===== src/rtl/xaui_mgmt_pkg.sv =====
// Shared types and constants for the XAUI PHY management master and its callers.
// Holds the FSM states, the response status codes and the PHY register word addresses.
package xaui_mgmt_pkg;

  typedef enum logic [1:0] {
    S_IDLE   = 2'd0,
    S_ACCESS = 2'd1,
    S_GAP    = 2'd2,
    S_RESP   = 2'd3
  } state_e;

  localparam logic [1:0] ST_OK        = 2'd0;
  localparam logic [1:0] ST_TIMEOUT   = 2'd1;
  localparam logic [1:0] ST_POLL_FAIL = 2'd2;

  // PHY register word addresses used by the board control FSM.
  localparam logic [8:0] PHY_ADDR_RESET_CTRL   = 9'h044;
  localparam logic [8:0] PHY_ADDR_RESET_STATUS = 9'h042;
  localparam logic [8:0] PHY_ADDR_LOCK_STATUS  = 9'h082;

endpackage


===== src/rtl/xaui_mgmt_master.sv =====
// Avalon-MM initiator for the XAUI PHY management port: single read/write and
// masked polling with waitrequest timeout, all outputs registered.
module xaui_mgmt_master
  import xaui_mgmt_pkg::*;
#(
  parameter int TIMEOUT_CYCLES = 1024,
  parameter int POLL_MAX       = 256,
  parameter int POLL_GAP       = 16
) (
  input  logic        phy_mgmt_clk,
  input  logic        phy_mgmt_clk_reset,
  input  logic        cmd_valid,
  output logic        cmd_ready,
  input  logic        cmd_write,
  input  logic        cmd_poll,
  input  logic [8:0]  cmd_addr,
  input  logic [31:0] cmd_wdata,
  input  logic [31:0] cmd_mask,
  input  logic [31:0] cmd_expect,
  output logic        rsp_valid,
  input  logic        rsp_ready,
  output logic [1:0]  rsp_status,
  output logic [31:0] rsp_rdata,
  output logic [15:0] rsp_reads,
  output logic [8:0]  phy_mgmt_address,
  output logic        phy_mgmt_read,
  output logic        phy_mgmt_write,
  output logic [31:0] phy_mgmt_writedata,
  input  logic [31:0] phy_mgmt_readdata,
  input  logic        phy_mgmt_waitrequest
);

  localparam int WAIT_W = $clog2(TIMEOUT_CYCLES);
  localparam int GAP_W  = $clog2(POLL_GAP + 1);
  localparam int POLL_W = $clog2(POLL_MAX + 1);
  localparam logic [WAIT_W-1:0] WAIT_LAST = WAIT_W'(TIMEOUT_CYCLES - 1);
  localparam logic [GAP_W-1:0]  GAP_LAST  = GAP_W'(POLL_GAP - 1);
  localparam logic [POLL_W-1:0] POLL_LAST = POLL_W'(POLL_MAX - 1);

  state_e            state_q, state_d;
  logic              wr_q, wr_d, poll_q, poll_d;
  logic [8:0]        addr_q, addr_d;
  logic [31:0]       wdata_q, wdata_d, mask_q, mask_d, exp_q, exp_d;
  logic [WAIT_W-1:0] wait_cnt_q, wait_cnt_d;
  logic [GAP_W-1:0]  gap_cnt_q, gap_cnt_d;
  logic [POLL_W-1:0] poll_cnt_q, poll_cnt_d;
  logic              rd_stb_q, rd_stb_d, wr_stb_q, wr_stb_d;
  logic              cmd_ready_q, cmd_ready_d, rsp_valid_q, rsp_valid_d;
  logic [1:0]        rsp_status_q, rsp_status_d;
  logic [31:0]       rsp_rdata_q, rsp_rdata_d;
  logic [15:0]       rsp_reads_q, rsp_reads_d;

  logic accept, xfer_done, xfer_timeout, is_match, poll_last, gap_last;

  assign accept       = cmd_valid && cmd_ready_q;
  assign xfer_done    = (state_q == S_ACCESS) && !phy_mgmt_waitrequest;
  // Completion wins over timeout when waitrequest drops on the limit cycle.
  assign xfer_timeout = (state_q == S_ACCESS) && phy_mgmt_waitrequest && (wait_cnt_q == WAIT_LAST);
  assign is_match     = ((phy_mgmt_readdata ^ exp_q) & mask_q) == 32'd0;
  assign poll_last    = (poll_cnt_q == POLL_LAST);
  assign gap_last     = (gap_cnt_q == GAP_LAST);

  // NOTE: sequential state uses non-blocking assignments so every flop samples pre-edge values.
  always_ff @(posedge phy_mgmt_clk) begin
    if (phy_mgmt_clk_reset) state_q <= S_IDLE;
    else                    state_q <= state_d;
  end

  // NOTE: each combinational block assigns a default first so no path can infer a latch.
  always_comb begin
    state_d = state_q;
    case (state_q)
      S_IDLE:   if (accept) state_d = S_ACCESS;
      S_ACCESS: begin
        if (xfer_done) state_d = (!poll_q || is_match || poll_last) ? S_RESP : S_GAP;
        else if (xfer_timeout) state_d = S_RESP;
      end
      S_GAP:    if (gap_last) state_d = S_ACCESS;
      S_RESP:   if (rsp_ready) state_d = S_IDLE;
      default:  state_d = S_IDLE;
    endcase
  end

  always_comb begin
    wr_d         = wr_q;
    poll_d       = poll_q;
    addr_d       = addr_q;
    wdata_d      = wdata_q;
    mask_d       = mask_q;
    exp_d        = exp_q;
    wait_cnt_d   = wait_cnt_q;
    gap_cnt_d    = gap_cnt_q;
    poll_cnt_d   = poll_cnt_q;
    rsp_status_d = rsp_status_q;
    rsp_rdata_d  = rsp_rdata_q;
    rsp_reads_d  = rsp_reads_q;
    case (state_q)
      S_IDLE: if (accept) begin
        wr_d         = cmd_write;
        poll_d       = cmd_poll && !cmd_write;
        addr_d       = cmd_addr;
        wdata_d      = cmd_wdata;
        mask_d       = cmd_mask;
        exp_d        = cmd_expect;
        wait_cnt_d   = '0;
        gap_cnt_d    = '0;
        poll_cnt_d   = '0;
        rsp_status_d = ST_OK;
        rsp_rdata_d  = 32'd0;
        rsp_reads_d  = 16'd0;
      end
      S_ACCESS: begin
        if (xfer_done) begin
          gap_cnt_d = '0;
          if (!wr_q) begin
            rsp_rdata_d  = phy_mgmt_readdata;
            poll_cnt_d   = poll_cnt_q + POLL_W'(1);
            rsp_reads_d  = (rsp_reads_q == 16'hFFFF) ? rsp_reads_q : rsp_reads_q + 16'd1;
            rsp_status_d = (poll_q && !is_match && poll_last) ? ST_POLL_FAIL : ST_OK;
          end
        end else if (xfer_timeout) begin
          rsp_status_d = ST_TIMEOUT;
          rsp_rdata_d  = 32'd0;
        end else begin
          wait_cnt_d = wait_cnt_q + WAIT_W'(1);
        end
      end
      S_GAP: begin
        gap_cnt_d = gap_cnt_q + GAP_W'(1);
        if (gap_last) wait_cnt_d = '0;
      end
      default: ;
    endcase
    // Registered strobes and handshakes follow the state being entered.
    rd_stb_d    = (state_d == S_ACCESS) && !wr_d;
    wr_stb_d    = (state_d == S_ACCESS) && wr_d;
    rsp_valid_d = (state_d == S_RESP);
    cmd_ready_d = (state_d == S_IDLE);
  end

  always_ff @(posedge phy_mgmt_clk) begin
    if (phy_mgmt_clk_reset) begin
      wr_q         <= 1'b0;
      poll_q       <= 1'b0;
      addr_q       <= '0;
      wdata_q      <= '0;
      mask_q       <= '0;
      exp_q        <= '0;
      wait_cnt_q   <= '0;
      gap_cnt_q    <= '0;
      poll_cnt_q   <= '0;
      rd_stb_q     <= 1'b0;
      wr_stb_q     <= 1'b0;
      cmd_ready_q  <= 1'b0;
      rsp_valid_q  <= 1'b0;
      rsp_status_q <= ST_OK;
      rsp_rdata_q  <= '0;
      rsp_reads_q  <= '0;
    end else begin
      wr_q         <= wr_d;
      poll_q       <= poll_d;
      addr_q       <= addr_d;
      wdata_q      <= wdata_d;
      mask_q       <= mask_d;
      exp_q        <= exp_d;
      wait_cnt_q   <= wait_cnt_d;
      gap_cnt_q    <= gap_cnt_d;
      poll_cnt_q   <= poll_cnt_d;
      rd_stb_q     <= rd_stb_d;
      wr_stb_q     <= wr_stb_d;
      cmd_ready_q  <= cmd_ready_d;
      rsp_valid_q  <= rsp_valid_d;
      rsp_status_q <= rsp_status_d;
      rsp_rdata_q  <= rsp_rdata_d;
      rsp_reads_q  <= rsp_reads_d;
    end
  end

  assign cmd_ready          = cmd_ready_q;
  assign rsp_valid          = rsp_valid_q;
  assign rsp_status         = rsp_status_q;
  assign rsp_rdata          = rsp_rdata_q;
  assign rsp_reads          = rsp_reads_q;
  assign phy_mgmt_address   = addr_q;
  assign phy_mgmt_read      = rd_stb_q;
  assign phy_mgmt_write     = wr_stb_q;
  assign phy_mgmt_writedata = wdata_q;

endmodule


===== config.mk =====
export PLATFORM = sky130hd
export DESIGN_NAME = xaui_mgmt_master
export DESIGN_NICKNAME = d
export VERILOG_FILES = /design/src/rtl/xaui_mgmt_pkg.sv /design/src/rtl/xaui_mgmt_master.sv
export SDC_FILE = /design/constraint.sdc
export NUM_CORES = 1
export LEC_CHECK = 0
export CAP_MARGIN = 20
export CORE_UTILIZATION = 47
export DETAILED_ROUTE_END_ITERATION = 6
export GPL_ROUTABILITY_DRIVEN = 0
export PLACE_DENSITY = 0.86
export SLEW_MARGIN = 10
export SYNTH_ARGS = -nofsm -noshare
export SYNTH_HDL_FRONTEND = slang
export SYNTH_SLANG_ARGS = --single-unit

===== constraint.sdc =====
create_clock -name phy_mgmt_clk -period 2.8 [get_ports phy_mgmt_clk]
set_input_delay 0.56 -clock phy_mgmt_clk [delete_from_list [all_inputs] [get_ports phy_mgmt_clk]]
set_output_delay 0.56 -clock phy_mgmt_clk [all_outputs]
set_load 0.005 [all_outputs]

==> out/qor.csv <==
metric,value,unit
post_cts_resize_count,0,
async_flop_share,0,
synth-main-ff-cell,dfxtp_1,
ff2ff_setup_slack,0.49,ns
hold_viol,0,
hold_class,reg2reg,
period_needed,2.31,ns
antenna_found_initial,0,
place.detailed.hpwl,15200,um
r2r.worst_path.cells,6,
overflow,0,
ctsHoldBuffers,0,
via_per_inst,5.24,
routed_wl,21400,um
fin_setup_tns,0,ns
die_x,129,um
clock_latency,0.43,ns
endpoint_kind,register,
synth-seq-cells,187,
drt_iter0_drc,564,
power_density,605,nW/um2
maxCapViolCount,0,
holdWs,0.449,ns
placed_area,10200,um2
ant_nets,0,
path_class,reg2reg,
fin_crit_sh,0.827,
num_vias,7206,
worstHoldPathCells,2,
die_area,16700,um2
cp_max_fo,11,
finClkSkew,0.00855,ns
relSlewSlack,0.590,
drc,0,
setup_viol_count_final,0,
rsz0062_at_grt,false,
die_h,129,um
p_leak,3.79,nW
report.final.slew_viol_count,0,
min_from,rsp_rdata[28],
layout_common_cells,"nand2_1 (261), clkdlybuf4s50_1 (237), dfxtp_1 (187)",
synth_area,7590,um2
synth.avg_cell_area,8.18,um2
first_global_vias,6789,
netlist_instances,928,
fp.coreArea,15800,um2
first_pass_iters,5,
cts_tree,done,
postCtsSetupBuffers,0,
clock_path_buffers,2,
synth_area_leaders,"dfxtp_1 (49%), nand2_1 (13%), a21oi_1 (10%), xor2_1 (5.7%), nand3_1 (3.1%)",
crit_required,3.16,ns
yosysSeqAreaShare,0.493,
cts_sinks,187,
io_pins,239,
layout-drive-gt1-share,0.0544,
stdcell_area,10700,um2
grt_max_degree,107,
initial_utilization,0.480,
clkTransAtPathRegs,0.07,ns
root_buffer,clkbuf_16,
synth_top_area_frac,0.493,
r2r_end,rsp_reads[15],
r2r-start,state_q[0],
yosysTopAreaCell,dfxtp_1,
finalPower,6.49,mW
synth_nets,1078,
worst_slew_pin_slew,0.615,ns
outcome,finished clean,
startpoint_type,register,
max_freq,0.432,GHz
cts_made_buffers,17,
grt_use_total,0.257,
antennaDiodeCount,0,
yosysWarningCount,0,
final_common_cell,nand2_1,
yosysUniqueCellTypes,50,
crit_start,state_q[0],
crit_end,rsp_reads[15],
syn2layout_area_growth,41.4,%
grt_pass1_wl,33300,um
rows,46,
worst_ep_arrival_time,2.67,ns
synth_edf_count,0,
peakVddDrop,0.000439,V
htreeDepth,4,
detail_route.wl_per_cell,15.6,um
fin_nets,1295,
port_buffers,238,
[worst min path at each step]
stage,end,slack [ns]
2_1_floorplan,mask_q[10],0.44
3_3_place_gp,rsp_rdata[15],0.44
3_5_place_dp,rsp_rdata[14],0.44
4_1_cts,rsp_rdata[28],0.45
5_1_grt,rsp_rdata[12],0.46
6_report,rsp_rdata[28],0.45
[per-layer routing]
layer  vias to the layer above  routed length, um  GRT usage
met5                         -                  0          0
met4                         0                471     0.0893
met3                        31               1830     0.0871
met2                       262              10400      0.439
met1                      3345               8660      0.300
li1                       3568                  -          -
[cell type report]
cell class | instances | area (um2)
timing repair buffer | 257 | 2570
clock buffer | 18 | 429
clock inverter | 14 | 136
tap | 216 | 270
multi-input combinational | 674 | 3550
fill | 1279 | 5090
sequential | 187 | 3740
inverter | 8 | 30.0
[per-stage QoR]
| stage | setup slack (ns) | std cells | util |
|---|---|---|---|
| finish | 0.485 | 1374 | 0.678 |
| global route | 0.362 | 1374 | 0.678 |
| CTS | 0.494 | 1374 | 0.678 |
| detailed placement | 0.185 | 1342 | 0.643 |
| global placement | 0.253 | 1342 | 0.643 |
| floorplan | 0.675 | 928 | - |
[logic make-up (layout without fill, tap and decap cells)]
family / count (synthesis) / count (layout) / share of synthesized area
AND/OR/NAND/NOR: 406 / 406 / 0.232
AO/OA/AOI/OAI: 205 / 205 / 0.157
flip-flops: 187 / 187 / 0.493
buffers and inverters: 67 / 297 / 0.0413
XOR/XNOR: 54 / 54 / 0.0623
adder cells (fa/ha/maj): 6 / 6 / 0.00988
multiplexers: 3 / 3 / 0.00395
[synth_stat cells (all sizes together) (3+ instances only)]
cell and number:
a211oi 4, a21o 3, a21oi 158, a22oi 17, and3 9, buf 16
clkbuf 43, dfxtp 187, ha 6, inv 8, mux2i 3, nand2 261
nand2b 4, nand3 47, nand4 15, nor2 38, nor3 8, o211ai 4
o21ai 9, or3 9, or4 3, xnor2 5, xor2 49
[power by group]
part	switching, mW	internal [mW]
registers	0.109	2.83
logic	0.635	0.601
clock network	1.07	1.24
total	1.81	4.68
[state kept, by name, summed over array words and instances (netlist names), 2 cells and up]
register / count
rsp_reads: 16
mask_q: 32
poll_cnt_q: 9
phy_mgmt_address: 9
gap_cnt_q: 5
phy_mgmt_writedata: 32
rsp_rdata: 32
wait_cnt_q: 10
rsp_status: 2
exp_q: 32
state_q: 2
[critical path: stages, from the launching register on]
cell	delay, ns
dfxtp_1	0.54
buf_4	0.23
or3b_4	0.43
a21oi_4	0.27
o2111ai_4	0.23
or3_1	0.39
a21oi_1	0.15
(Power assumes the default switching activity.)
